==> config.mk <==
export PLATFORM = sky130hd
export DESIGN_NAME = spi_xfer_ctrl
export DESIGN_NICKNAME = d
export VERILOG_FILES = /design/src/rtl/spi_pkg.sv /design/src/rtl/spi_shift_reg.sv /design/src/rtl/spi_xfer_ctrl.sv
export SDC_FILE = /design/constraint.sdc
export NUM_CORES = 1
export LEC_CHECK = 0
export ABC_AREA = 1
export CORE_MARGIN = 2
export CORE_UTILIZATION = 50
export CTS_BUF_LIST = sky130_fd_sc_hd__clkbuf_2 sky130_fd_sc_hd__clkbuf_4 sky130_fd_sc_hd__clkbuf_8
export DETAILED_ROUTE_END_ITERATION = 6
export PLACE_DENSITY = 0.76
export SYNTH_ARGS = -nofsm -noshare
export SYNTH_HDL_FRONTEND = slang
export SYNTH_HIERARCHICAL = 1
export SYNTH_SLANG_ARGS = --single-unit
==> constraint.sdc <==
create_clock -name PCLK -period 2.4 [get_ports PCLK]
set_input_delay 0.36 -clock PCLK [delete_from_list [all_inputs] [get_ports PCLK]]
set_output_delay 0.36 -clock PCLK [all_outputs]
set_load 0.02 [all_outputs]
==> src/rtl/spi_pkg.sv <==
// ---------------------------------------------------------------------------
// spi_pkg
// Shared definitions for the SPI master transfer sequencer:
//   - spi_state_e    : transfer FSM state encoding
//   - SPI_DATA_W_DEF : default transfer word width
// ---------------------------------------------------------------------------
package spi_pkg;

    localparam int SPI_DATA_W_DEF = 8;

    typedef enum logic [2:0] {
        IDLE  = 3'd0,
        SETUP = 3'd1,
        XFER  = 3'd2,
        HOLD  = 3'd3,
        DONE  = 3'd4
    } spi_state_e;

endpackage

==> src/rtl/spi_shift_reg.sv <==
// ---------------------------------------------------------------------------
// spi_shift_reg
// Transmit/receive shift registers and bit counter for one SPI word.
// Ports:
//   PCLK, PRESET  : clock, synchronous active-high reset
//   load          : parallel load of load_data, clears counter and rx word
//   load_data     : word to transmit
//   lsbfe         : 1 = LSB first, 0 = MSB first
//   cphase        : clock phase; 1 = first shift strobe of a word is skipped
//   sample_en     : qualified sampling strobe (captures miso, counts a bit)
//   shift_en      : qualified shifting strobe (advances mosi)
//   miso          : serial input
//   mosi          : serial output (registered)
//   rx_word       : receive shift register contents
//   last_sample   : sample_en on the final bit of the word
// ---------------------------------------------------------------------------
module spi_shift_reg
    import spi_pkg::*;
#(
    parameter int DATA_W = SPI_DATA_W_DEF
) (
    input  logic              PCLK,
    input  logic              PRESET,
    input  logic              load,
    input  logic [DATA_W-1:0] load_data,
    input  logic              lsbfe,
    input  logic              cphase,
    input  logic              sample_en,
    input  logic              shift_en,
    input  logic              miso,
    output logic              mosi,
    output logic [DATA_W-1:0] rx_word,
    output logic              last_sample
);

    localparam int BIT_W = $clog2(DATA_W + 1);

    logic [DATA_W-1:0] tx_sr_reg;
    logic [DATA_W-1:0] rx_sr_reg;
    logic [BIT_W-1:0]  bit_cnt_reg;
    logic              mosi_reg;
    logic              first_shift_reg;

    logic [DATA_W-1:0] tx_shifted;
    logic [DATA_W-1:0] rx_shifted;
    logic              advance;

    assign tx_shifted = lsbfe ? (tx_sr_reg >> 1) : (tx_sr_reg << 1);
    assign rx_shifted = lsbfe ? {miso, rx_sr_reg[DATA_W-1:1]}
                              : {rx_sr_reg[DATA_W-2:0], miso};

    // With cphase=1 the first bit is already on mosi before the first
    // shifting edge, so that edge must not advance the register. Shift
    // edges after the word is complete are dropped.
    assign advance = shift_en
                  && (bit_cnt_reg < BIT_W'(DATA_W))
                  && !(cphase && first_shift_reg);

    assign last_sample = sample_en && (bit_cnt_reg == BIT_W'(DATA_W - 1));

    always_ff @(posedge PCLK) begin
        if (PRESET) begin
            tx_sr_reg       <= '0;
            rx_sr_reg       <= '0;
            bit_cnt_reg     <= '0;
            mosi_reg        <= 1'b0;
            first_shift_reg <= 1'b0;
        end else if (load) begin
            tx_sr_reg       <= load_data;
            rx_sr_reg       <= '0;
            bit_cnt_reg     <= '0;
            first_shift_reg <= 1'b1;
            mosi_reg        <= lsbfe ? load_data[0] : load_data[DATA_W-1];
        end else begin
            // Sampling uses rx state only, so a coincident shift cannot
            // disturb it.
            if (sample_en) begin
                rx_sr_reg   <= rx_shifted;
                bit_cnt_reg <= bit_cnt_reg + BIT_W'(1);
            end
            if (shift_en) begin
                first_shift_reg <= 1'b0;
            end
            if (advance) begin
                tx_sr_reg <= tx_shifted;
                mosi_reg  <= lsbfe ? tx_shifted[0] : tx_shifted[DATA_W-1];
            end
        end
    end

    assign mosi    = mosi_reg;
    assign rx_word = rx_sr_reg;

endmodule

==> src/rtl/spi_xfer_ctrl.sv <==
// ---------------------------------------------------------------------------
// spi_xfer_ctrl
// SPI master transfer sequencer: qualifies a request, drives slave select
// with setup/hold timing, gates the baud generator and runs the word shift.
// Ports:
//   PCLK, PRESET           : clock, synchronous active-high reset
//   spe, mstr, spiswai     : enable, master select, stop-in-wait freeze
//   cphase, lsbfe          : clock phase and bit order
//   start, tx_data         : transfer request and word to send
//   sample_stb, shift_stb  : SCLK edge strobes from the baud generator
//   miso / mosi            : serial data in / out
//   spif_clr               : clears spif
//   baud_en                : baud generator enable
//   ss                     : slave select, active-low
//   busy                   : any state other than IDLE
//   rx_data, rx_valid      : received word and one-cycle update pulse
//   spif                   : sticky transfer-complete flag
// ---------------------------------------------------------------------------
module spi_xfer_ctrl
    import spi_pkg::*;
#(
    parameter int DATA_W    = SPI_DATA_W_DEF,
    parameter int SETUP_CYC = 2,
    parameter int HOLD_CYC  = 2,
    parameter int CNT_W     = 4
) (
    input  logic              PCLK,
    input  logic              PRESET,
    input  logic              spe,
    input  logic              mstr,
    input  logic              spiswai,
    input  logic              cphase,
    input  logic              lsbfe,
    input  logic              start,
    input  logic [DATA_W-1:0] tx_data,
    input  logic              sample_stb,
    input  logic              shift_stb,
    input  logic              miso,
    input  logic              spif_clr,
    output logic              baud_en,
    output logic              ss,
    output logic              mosi,
    output logic              busy,
    output logic [DATA_W-1:0] rx_data,
    output logic              rx_valid,
    output logic              spif
);

    spi_state_e        state_reg, state_next;
    logic [CNT_W-1:0]  cyc_cnt_reg, cyc_cnt_next;
    logic [DATA_W-1:0] rx_data_reg, rx_data_next;
    logic              rx_valid_reg, rx_valid_next;
    logic              spif_reg, spif_next;

    logic              qual;
    logic              load;
    logic              sample_en;
    logic              shift_en;
    logic              enter_done;
    logic              last_sample;
    logic [DATA_W-1:0] rx_word;

    assign qual = spe && mstr;

    spi_shift_reg #(
        .DATA_W (DATA_W)
    ) u_shift (
        .PCLK        (PCLK),
        .PRESET      (PRESET),
        .load        (load),
        .load_data   (tx_data),
        .lsbfe       (lsbfe),
        .cphase      (cphase),
        .sample_en   (sample_en),
        .shift_en    (shift_en),
        .miso        (miso),
        .mosi        (mosi),
        .rx_word     (rx_word),
        .last_sample (last_sample)
    );

    always_ff @(posedge PCLK) begin
        if (PRESET) begin
            state_reg    <= IDLE;
            cyc_cnt_reg  <= '0;
            rx_data_reg  <= '0;
            rx_valid_reg <= 1'b0;
            spif_reg     <= 1'b0;
        end else begin
            state_reg    <= state_next;
            cyc_cnt_reg  <= cyc_cnt_next;
            rx_data_reg  <= rx_data_next;
            rx_valid_reg <= rx_valid_next;
            spif_reg     <= spif_next;
        end
    end

    always_comb begin
        state_next   = state_reg;
        cyc_cnt_next = cyc_cnt_reg;
        load         = 1'b0;
        sample_en    = 1'b0;
        shift_en     = 1'b0;
        enter_done   = 1'b0;

        case (state_reg)
            IDLE: begin
                if (start && qual && !spiswai) begin
                    state_next   = SETUP;
                    cyc_cnt_next = '0;
                    load         = 1'b1;
                end
            end
            SETUP: begin
                if (!qual) begin
                    state_next = IDLE;
                end else if (!spiswai) begin
                    if (cyc_cnt_reg == CNT_W'(SETUP_CYC - 1)) begin
                        state_next   = XFER;
                        cyc_cnt_next = '0;
                    end else begin
                        cyc_cnt_next = cyc_cnt_reg + CNT_W'(1);
                    end
                end
            end
            XFER: begin
                if (!qual) begin
                    state_next = IDLE;
                end else if (!spiswai) begin
                    sample_en = sample_stb;
                    shift_en  = shift_stb;
                    if (last_sample) begin
                        state_next   = HOLD;
                        cyc_cnt_next = '0;
                    end
                end
            end
            HOLD: begin
                if (!qual) begin
                    state_next = IDLE;
                end else if (!spiswai) begin
                    if (cyc_cnt_reg == CNT_W'(HOLD_CYC - 1)) begin
                        state_next = DONE;
                        enter_done = 1'b1;
                    end else begin
                        cyc_cnt_next = cyc_cnt_reg + CNT_W'(1);
                    end
                end
            end
            DONE: begin
                state_next = IDLE;
            end
            default: begin
                state_next = IDLE;
            end
        endcase
    end

    // Completion results are registered on the edge entering DONE so they
    // are visible during the DONE cycle itself.
    always_comb begin
        rx_data_next  = enter_done ? rx_word : rx_data_reg;
        rx_valid_next = enter_done;
        // Setting dominates: a clear coincident with entering DONE or
        // arriving during DONE leaves the flag set.
        if (enter_done || (state_reg == DONE)) begin
            spif_next = 1'b1;
        end else if (spif_clr) begin
            spif_next = 1'b0;
        end else begin
            spif_next = spif_reg;
        end
    end

    assign baud_en  = (state_reg == XFER) && !spiswai;
    assign ss       = !((state_reg == SETUP) || (state_reg == XFER) || (state_reg == HOLD));
    assign busy     = (state_reg != IDLE);
    assign rx_data  = rx_data_reg;
    assign rx_valid = rx_valid_reg;
    assign spif     = spif_reg;

endmodule
After elaboration in Yosys (flattened, before gate mapping)

Index checks and enable logic that the tools add are counted.

Register bits after elaboration: 39
Latch bits: 0
Memory bits (writable): 0
ROM bits: 0
Input port bits: 20
Output and inout bits: 14
Logic and storage cells: 103
Memories kept: 0

$add $sub $neg: 2
Multiply operators: 0
Div/mod/pow operators: 0
$lt $le $gt $ge: 1
Equality and inequality tests: 21
Shift operators: 0
Mux-type cells: 46
Bitwise gates (word level): 0
Reductions and logical operators: 23

Operators with widths:

| operator                                            | count |
|---|---|
| two-way mux 4 bit                                   | 10 |
| two-way mux 8 bit                                   | 4 |
| two-way mux 3 bit                                   | 10 |
| two-way mux 1 bit                                   | 20 |
| != test 2 bit, second input constant                | 9 |
| != test 3 bit, second input constant                | 6 |
| one-hot mux 4 bit (4 select lines)                  | 1 |
| one-hot mux 3 bit (4 select lines)                  | 1 |
| AND reduction 10 bit                                | 1 |
| adder 4 x 1 -> 4 bit, second input constant         | 2 |
| logical AND 1 bit                                   | 8 |
| AND reduction 7 bit                                 | 1 |
| equality test 3 x 2 -> 1 bit, second input constant | 2 |
| nonzero test 2 bit                                  | 3 |
| equality test 4 x 1 -> 1 bit, second input constant | 1 |
| equality test 4 x 3 -> 1 bit, second input constant | 1 |
| less-than comparator 4 bit, second input constant   | 1 |
| nonzero test 4 bit                                  | 1 |
| equality test 3 x 1 -> 1 bit, second input constant | 1 |
| equality test 3 bit, second input constant          | 1 |
| logical NOT 1 bit                                   | 3 |
| logical NOT 3 bit                                   | 1 |
| logical OR 1 bit                                    | 3 |
| nonzero test 3 bit                                  | 1 |
| OR reduction 2 bit                                  | 1 |

Depth between registers and ports, before layout

Gate-level depths: netlist (run 1).

Depth in word-level cells: 8
Depth in mapped cells: 14
Gate-level depth less buffers: 13

Hierarchy

The synthesis (run 1) kept the hierarchy.

Modules (own cells, without submodules):

| module        | times used | cells each | area each (um2) | seq. area each (um2) |
|---|---|---|---|---|
| spi_shift_reg | 1          | 185        | 1208.7          | 440.4 |
| spi_xfer_ctrl | 1          | 139        | 975.9           | 340.3 |

Worst setup path before layout (run 1)

Ideal clock, no wire load.

Kind: register to register
From: reg state_reg[0]
To: reg cyc_cnt_reg[3]
Setup time: 0.113 ns
Arrival time: 2.085 ns
Data required time: 2.287 ns
Setup slack: 0.201 ns
Stages on the path, launching flop included: 15
Buffers on the path: 1
Period minus slack after synthesis: 2.199 ns
Cell sequence: dfxtp_1 nor2_2 nand2_1 nor2_1 and3_1 buf_2 nand3_1 nor2_1 nand2_1 nand3_1 nand3_2 clkinv_1 nand2_4 nor2_1 nor2_1

Cells in the longest elaborated chain, start to end: 5
Elaborated cells on any way between the ends: 18
Those cells by class: 12 x eq/ne; 2 x mux; 4 x reduce/logical

Ends and longest elaborated chain:

| element                        | line                 | source |
|---|---|---|
| start: declaration             | spi_xfer_ctrl.sv:49  | `spi_state_e state_reg, state_next;` |
| start signal: assignment       | spi_xfer_ctrl.sv:90  | `state_reg <= state_next;` |
| equality test 3 x 2 -> 1 bit   | spi_xfer_ctrl.sv:106 | `case (state_reg)` |
| two-way mux 1 bit              | spi_xfer_ctrl.sv:106 |  |
| named net sample_en            | spi_xfer_ctrl.sv:57  | `logic sample_en;` |
| logical AND 1 bit              | spi_shift_reg.sv:59  | `assign last_sample = sample_en && (bit_cnt_reg == BIT_W'(DATA_W - 1));` |
| named net last_sample          | spi_xfer_ctrl.sv:60  | `logic last_sample;` |
| != test 2 bit (no line)        | -                    |  |
| AND reduction 10 bit (no line) | -                    |  |
| end signal: assignment         | spi_xfer_ctrl.sv:91  | `cyc_cnt_reg <= cyc_cnt_next;` |
| end: declaration               | spi_xfer_ctrl.sv:50  | `logic [CNT_W-1:0] cyc_cnt_reg, cyc_cnt_next;` |

The timed path passes the listed nets, and every way through them passes these cells.
A chain may end at the register's enable or synchronous reset.

Final worst setup path (run 1)

From: reg state_reg[0]
To: out baud_en

Cells in the longest elaborated chain, start to end: 2

Ends and longest elaborated chain:

| element                      | line                 | source |
|---|---|---|
| equality test 3 x 2 -> 1 bit | spi_xfer_ctrl.sv:175 | `assign baud_en = (state_reg == XFER) && !spiswai;` |
| logical AND 1 bit            | spi_xfer_ctrl.sv:175 |  |
| end: declaration             | spi_xfer_ctrl.sv:40  | `output logic baud_en,` |

No other way between the ends.

==> out/qor.yml, run 1 <==
run_status:
  outcome: "complete, no violations"
finish:
  utilization: 0.610
  area_growth_pct: 20.0
  num_antenna_cells: 0
  nets: 383
  layout_commonest_cell: "nand2_1"
  final_cell_mix: "nand2_1 (77), nor2_1 (58), dfxtp_1 (39)"
  layout-drive-gt1-share: 0.142
  fin_cells: 411
grt:
  grt_pass1_wl_mm: 8.29
  grt_overflow: 0
  first_global_vias: 1896
  grt_antenna_before_repair: 0
  grtUsageTotal: 0.209
  grt_max_degree: 23
route:
  wire_per_inst_um: 11.2
  ant_nets: 0
  num_vias: 2072
  drt_pass1_iterations: 6
  drt_iter0_drc: 115
  viasPerCell: 5.04
  totalWireLength_mm: 4.61
  drc_errors: 0
timing:
  final.setup_skew_ps: 9.53
  finalMaxSlewViolations: 0
  fmax_ghz: 0.467
  min_period_over_period: 0.893
  finalHoldViolations: 0
  setup_tns_ps: 0
  rsz0062_at_grt: "no"
  relSlewSlack: 0.528
  post-route-min-period_ps: 2140
  setup_viol: 0
  tightest_slew_ps: 705
  setup_slack_ps: 258
cts:
  cts_setup_buffers: 0
  cts_tree: "yes"
  cts_hold_buf: 0
  cts_max_level: 2
  cts_inserted_buffers: 5
  clock-sinks: 39
  cts_root_buffer: "clkbuf_8"
  clockBufferDepth: 2
  clk_pin_slew_ps: 70
  cts_resized: 0
  clk_latency_ps: 290
die:
  dieArea_um2: 4910
  io-pin-count: 34
  core_um2: 4290
  die_y_um: 70.1
  initial_utilization: 0.509
  std_cell_rows: 24
  die_x_um: 70.1
pwr:
  p_per_area_nw_per_um2: 733
  ir_drop_v: 0.000416
  p_leak_uw: 0.00120
placed_design:
  dp_hpwl_mm: 3.48
  post-place-ws_ps: 142
  gp_congestion: 0.937
  placedCellCount: 405
  io_buffers: 33
yosys:
  syn-num-nets: 347
  synth.cell_area_um2: 2180
  ys_top_cells_by_area: "dfxtp_1 (36%), nand2_1 (13%), nor2_1 (10%), nand3_1 (7.6%), inv_1 (5.3%)"
  syn-instance-count: 324
  synth_largest_area_cell: "dfxtp_1"
  ys_warn_count: 6
  synth_top_area_share: 0.357
  ys_types: 30
  synth_area_per_cell_um2: 6.74
  yosysSeqAreaShare: 0.357
  yosys_register_bits: 39
worst_setup_path:
  crit_slowest_cell: "clkdlybuf4s50_1"
  path_buf_inv: 1
  crit_type: "flop to output pin"
  cp.depth: 4
  cp.arrival_ps: 1780
  crit_fanout: 6
  start_kind: "flop"
  required_ps: 2040
  crit_path_end_kind: "output pin"
  critPathMaxStageDelay_ps: 630
  path_cells: "nor2_2, nand2_1, nor2_1, clkdlybuf4s50_1"
  reg2reg_depth: 12
  cp_top_family: "buffers and inverters"
worst_hold_path:
  hold_class: "flop to flop"
  worstHoldPathCells: 2
flow_run:
  drv_cap: 0
==> report_power, final <==
part | internal, uW | switching, uW
Clock | 193 | 219
Combinational | 287 | 464
Sequential | 696 | 62.2
==> worst reg2reg max path: stages, from the launching register on <==
cell,delay [ps]
dfxtp_1,390
nor2_2,220
nand2_1,100
nor2_1,160
and3_1,220
nand3_1,100
nor2_1,170
nor2_1,70
nand3_1,110
nand3_1,100
nor2_1,170
nor2_1,60
nor2_1,100
==> layer usage <==
metal / GRT usage / routed length [um] / vias to the layer above
met3: 0.0505 / 249 / 4
li1: - / - / 1099
met4: 0.0705 / 61 / 0
met1: 0.279 / 2180 / 914
met2: 0.332 / 2110 / 55
met5: 0 / 0 / -
==> through the flow <==
stage	hold slack, ps	power, uW	area (um2)
4_1_cts	473	1930	2620
2_1_floorplan	422	1320	2180
6_report	475	1920	2620
5_1_grt	508	2070	2620
3_3_place_gp	450	1510	2540
3_5_place_dp	462	1520	2540
==> final timing paths <==
path                            slack (ps)                       to                     from
worst min register to register         480  u_shift/first_shift_reg  u_shift/first_shift_reg
worst max-delay path                   260                  baud_en             state_reg[0]
worst max register to register         370             state_reg[1]             state_reg[0]
worst min-delay path                   480  u_shift/first_shift_reg  u_shift/first_shift_reg
==> cells in the mapped netlist, drive strengths merged <==
| cell | count |
|---|---|
| nor2 | 62 |
| o211ai | 8 |
| nand3b | 1 |
| xor2 | 2 |
| inv | 41 |
| ha | 3 |
| dfxtp | 39 |
| nand2 | 87 |
| nand3 | 36 |
| a21oi | 11 |
| and3 | 2 |
| o21ai | 18 |
| clkinv | 1 |
| nand4 | 3 |
| buf | 10 |
==> logic make-up after synthesis <==
logic type / count (synthesis) / share of synthesized area
AO/OA/AOI/OAI: 37 / 0.113
XOR/XNOR: 2 / 0.00802
adder cells (fa/ha/maj): 3 / 0.0172
buffers and inverters: 52 / 0.112
flip-flops: 39 / 0.357
AND/OR/NAND/NOR: 191 / 0.392
==> final cells by class <==
cell class	count	area (um2)
clock buffer	5	68.8
clock inverter	1	7.51
fill	425	1670
inverter	42	165
multi-input combinational	233	1160
sequential	39	781
tap	52	65.1
timing repair buffer	39	375
(Power assumes the default switching activity.)
==> run 2: changes to the inputs <==
--- a/config.mk
+++ b/config.mk
@@ -7,10 +7,10 @@
 export LEC_CHECK = 0
 export ABC_AREA = 1
 export CORE_MARGIN = 2
-export CORE_UTILIZATION = 50
+export CORE_UTILIZATION = 56
 export CTS_BUF_LIST = sky130_fd_sc_hd__clkbuf_2 sky130_fd_sc_hd__clkbuf_4 sky130_fd_sc_hd__clkbuf_8
 export DETAILED_ROUTE_END_ITERATION = 6
-export PLACE_DENSITY = 0.76
+export PLACE_DENSITY = 0.84
 export SYNTH_ARGS = -nofsm -noshare
 export SYNTH_HDL_FRONTEND = slang
 export SYNTH_HIERARCHICAL = 1
==> run 2 against run 1 <==
  * Sequential power hardly changed
  * Register-to-register slack worse by 30 ps
  * Clock-buffer cell count is 1 higher
  * Global-route usage is 2.8 points higher
  * Critical endpoint unchanged
==> out/qor.yml, run 2 (synthesis results as in run 1) <==
run_status:
  outcome: "complete, no violations"
route:
  drc_errors: 0  # unchanged
  drt_pass1_iterations: 5  # -1
  totalWireLength_mm: 4.77  # +3.5%
  wire_per_inst_um: 11.7  # +4.0%
  ant_nets: 0  # unchanged
  viasPerCell: 5.16  # +2.3%
  num_vias: 2110  # +1.8%
  drt_iter0_drc: 180  # +57%
die:
  die_y_um: 66.5  # -5.2%
  die_x_um: 66.5  # -5.2%
  initial_utilization: 0.588  # +0.0791
  core_um2: 3720  # -13%
  dieArea_um2: 4420  # -10%
  std_cell_rows: 22  # -8.3%
  io-pin-count: 34  # unchanged
grt:
  first_global_vias: 1887  # -0.47%
  grtUsageTotal: 0.238  # +0.0285
  grt_antenna_before_repair: 0  # unchanged
  grt_pass1_wl_mm: 8.09  # -2.4%
  grt_max_degree: 23  # unchanged
  grt_overflow: 0  # unchanged
finish:
  nets: 383  # unchanged
  utilization: 0.716  # +0.106
  layout-drive-gt1-share: 0.147  # +0.00475
  final.fill_count: 306  # -28%
  num_antenna_cells: 0  # unchanged
  multi_input_area_um2: 1160  # unchanged
  area_growth_pct: 21.8
  layout_commonest_cell: "nand2_1"
  final_cell_mix: "nand2_1 (77), nor2_1 (58), dfxtp_1 (39)"
  final_area_um2: 2660  # +1.5%
  regArea_um2: 781  # unchanged
cts:
  cts_inserted_buffers: 5  # unchanged
  clock-sinks: 39  # unchanged
  clockBufferDepth: 2  # unchanged
  cts_hold_buf: 0  # unchanged
  cts_max_level: 2  # unchanged
  cts_root_buffer: "clkbuf_8"
  cts_resized: 0  # unchanged
  clk_pin_slew_ps: 70  # about the same
  cts_tree: "yes"
  clk_latency_ps: 290  # about the same
  cts_setup_buffers: 0  # unchanged
timing:
  post-route-min-period_ps: 2210  # +63.4 ps
  rsz0062_at_grt: "no"
  setup_tns_ps: 0  # unchanged
  finalMaxSlewViolations: 0  # unchanged
  finalHoldViolations: 0  # unchanged
  min_period_over_period: 0.919  # +0.0264
  fmax_ghz: 0.453  # -2.9%
  setup_viol: 0  # unchanged
  tightest_slew_ps: 747  # +41.3 ps
  final.setup_skew_ps: 6.73  # -2.80 ps
  relSlewSlack: 0.500  # -0.0276
worst_setup_path:
  cp.arrival_ps: 1850  # +70 ps
  rrSetupSlack_ps: 340  # -30 ps
  crit_slowest_cell: "clkdlybuf4s50_1"
  crit_type: "flop to output pin"
  required_ps: 2040  # about the same
  start_kind: "flop"
  crit_fanout: 6  # unchanged
  path_cells: "nor2_2, nand2_1, nor2_1, clkdlybuf4s50_1"
  crit_path_end_kind: "output pin"
  critPathMaxStageDelay_ps: 640  # about the same
placed_design:
  gp_congestion: 0.891  # -4.9%
  io_buffers: 33  # unchanged
  dp_hpwl_mm: 3.50  # +0.59%
  dpl_cell_area_um2: 2540  # -0.20%
worst_hold_path:
  hold_class: "flop to flop"
flow_run:
  drv_cap: 0  # unchanged
pwr:
  p_per_area_nw_per_um2: 786  # +7.3%
  ir_drop_v: 0.000478  # +15%
  p_leak_uw: 0.00122  # +2.2%
==> run 2: changes by cell type in the layout (fill, tap and decap cells not counted), sizes merged <==
cell,change
inv,+1
clkinvlp,-1
clkbuf,+1
bufinv,+1
==> run 2: metrics by stage <==
step	setup slack (ps)	hold slack, ps	cells	total power [uW]
detailed placement	222	467	401	1520
CTS	215	478	409	2100
floorplan	201	422	324	1320
finish	195	470	409	2090
global placement	208	451	401	1510
global route	105	493	409	2230
==> run 2: report_power, final <==
group | internal [uW] | switching [uW] | total [uW]
Combinational | 288 | 470 | 758
Clock | 342 | 236 | 578
Sequential | 696 | 60.7 | 757
Total | 1330 | 767 | 2090
==> run 2: critical path, delay by kind of cell, from the launching register on <==
| family | cells | cell delay, ps |
|---|---|---|
| buffers and inverters | 1 | 640 |
| flip-flops | 1 | 390 |
| AND/OR/NAND/NOR | 3 | 520 |
==> run 2: worst paths after layout <==
path	start	endpoint	depth (start not counted)
worst max-delay path	state_reg[0]	baud_en	4
worst min-delay path	u_shift/first_shift_reg	u_shift/first_shift_reg	2
worst min register to register	u_shift/first_shift_reg	u_shift/first_shift_reg	2
worst max register to register	state_reg[0]	state_reg[2]	12
==> run 2: area by class of cell <==
class	count	share of cell area
multi-input cells	233	0.435
repair buffers	39	0.141
clock inverters	2	0.0146
clock buffers	6	0.0310
flip-flops and latches	39	0.293
inverters	42	0.0621
well taps	48	0.0226
==> run 2: per-layer routing <==
layer  vias up  wire [um]  GRT usage
met5         -          0          0
met4         0         72     0.0918
met3         9        312     0.0473
met2        62       2300      0.389
met1       945       2080      0.308
li1       1094          -          -
==> run 3: changes to the inputs <==
--- a/config.mk
+++ b/config.mk
@@ -6,6 +6,7 @@
 export NUM_CORES = 1
 export LEC_CHECK = 0
 export ABC_AREA = 1
+export ABC_CLOCK_PERIOD_IN_PS = 2400
 export CORE_MARGIN = 2
 export CORE_UTILIZATION = 56
 export CTS_BUF_LIST = sky130_fd_sc_hd__clkbuf_2 sky130_fd_sc_hd__clkbuf_4 sky130_fd_sc_hd__clkbuf_8
==> results of run 3 <==
The final DEF is identical to that of run 2; final timing and power are the same.
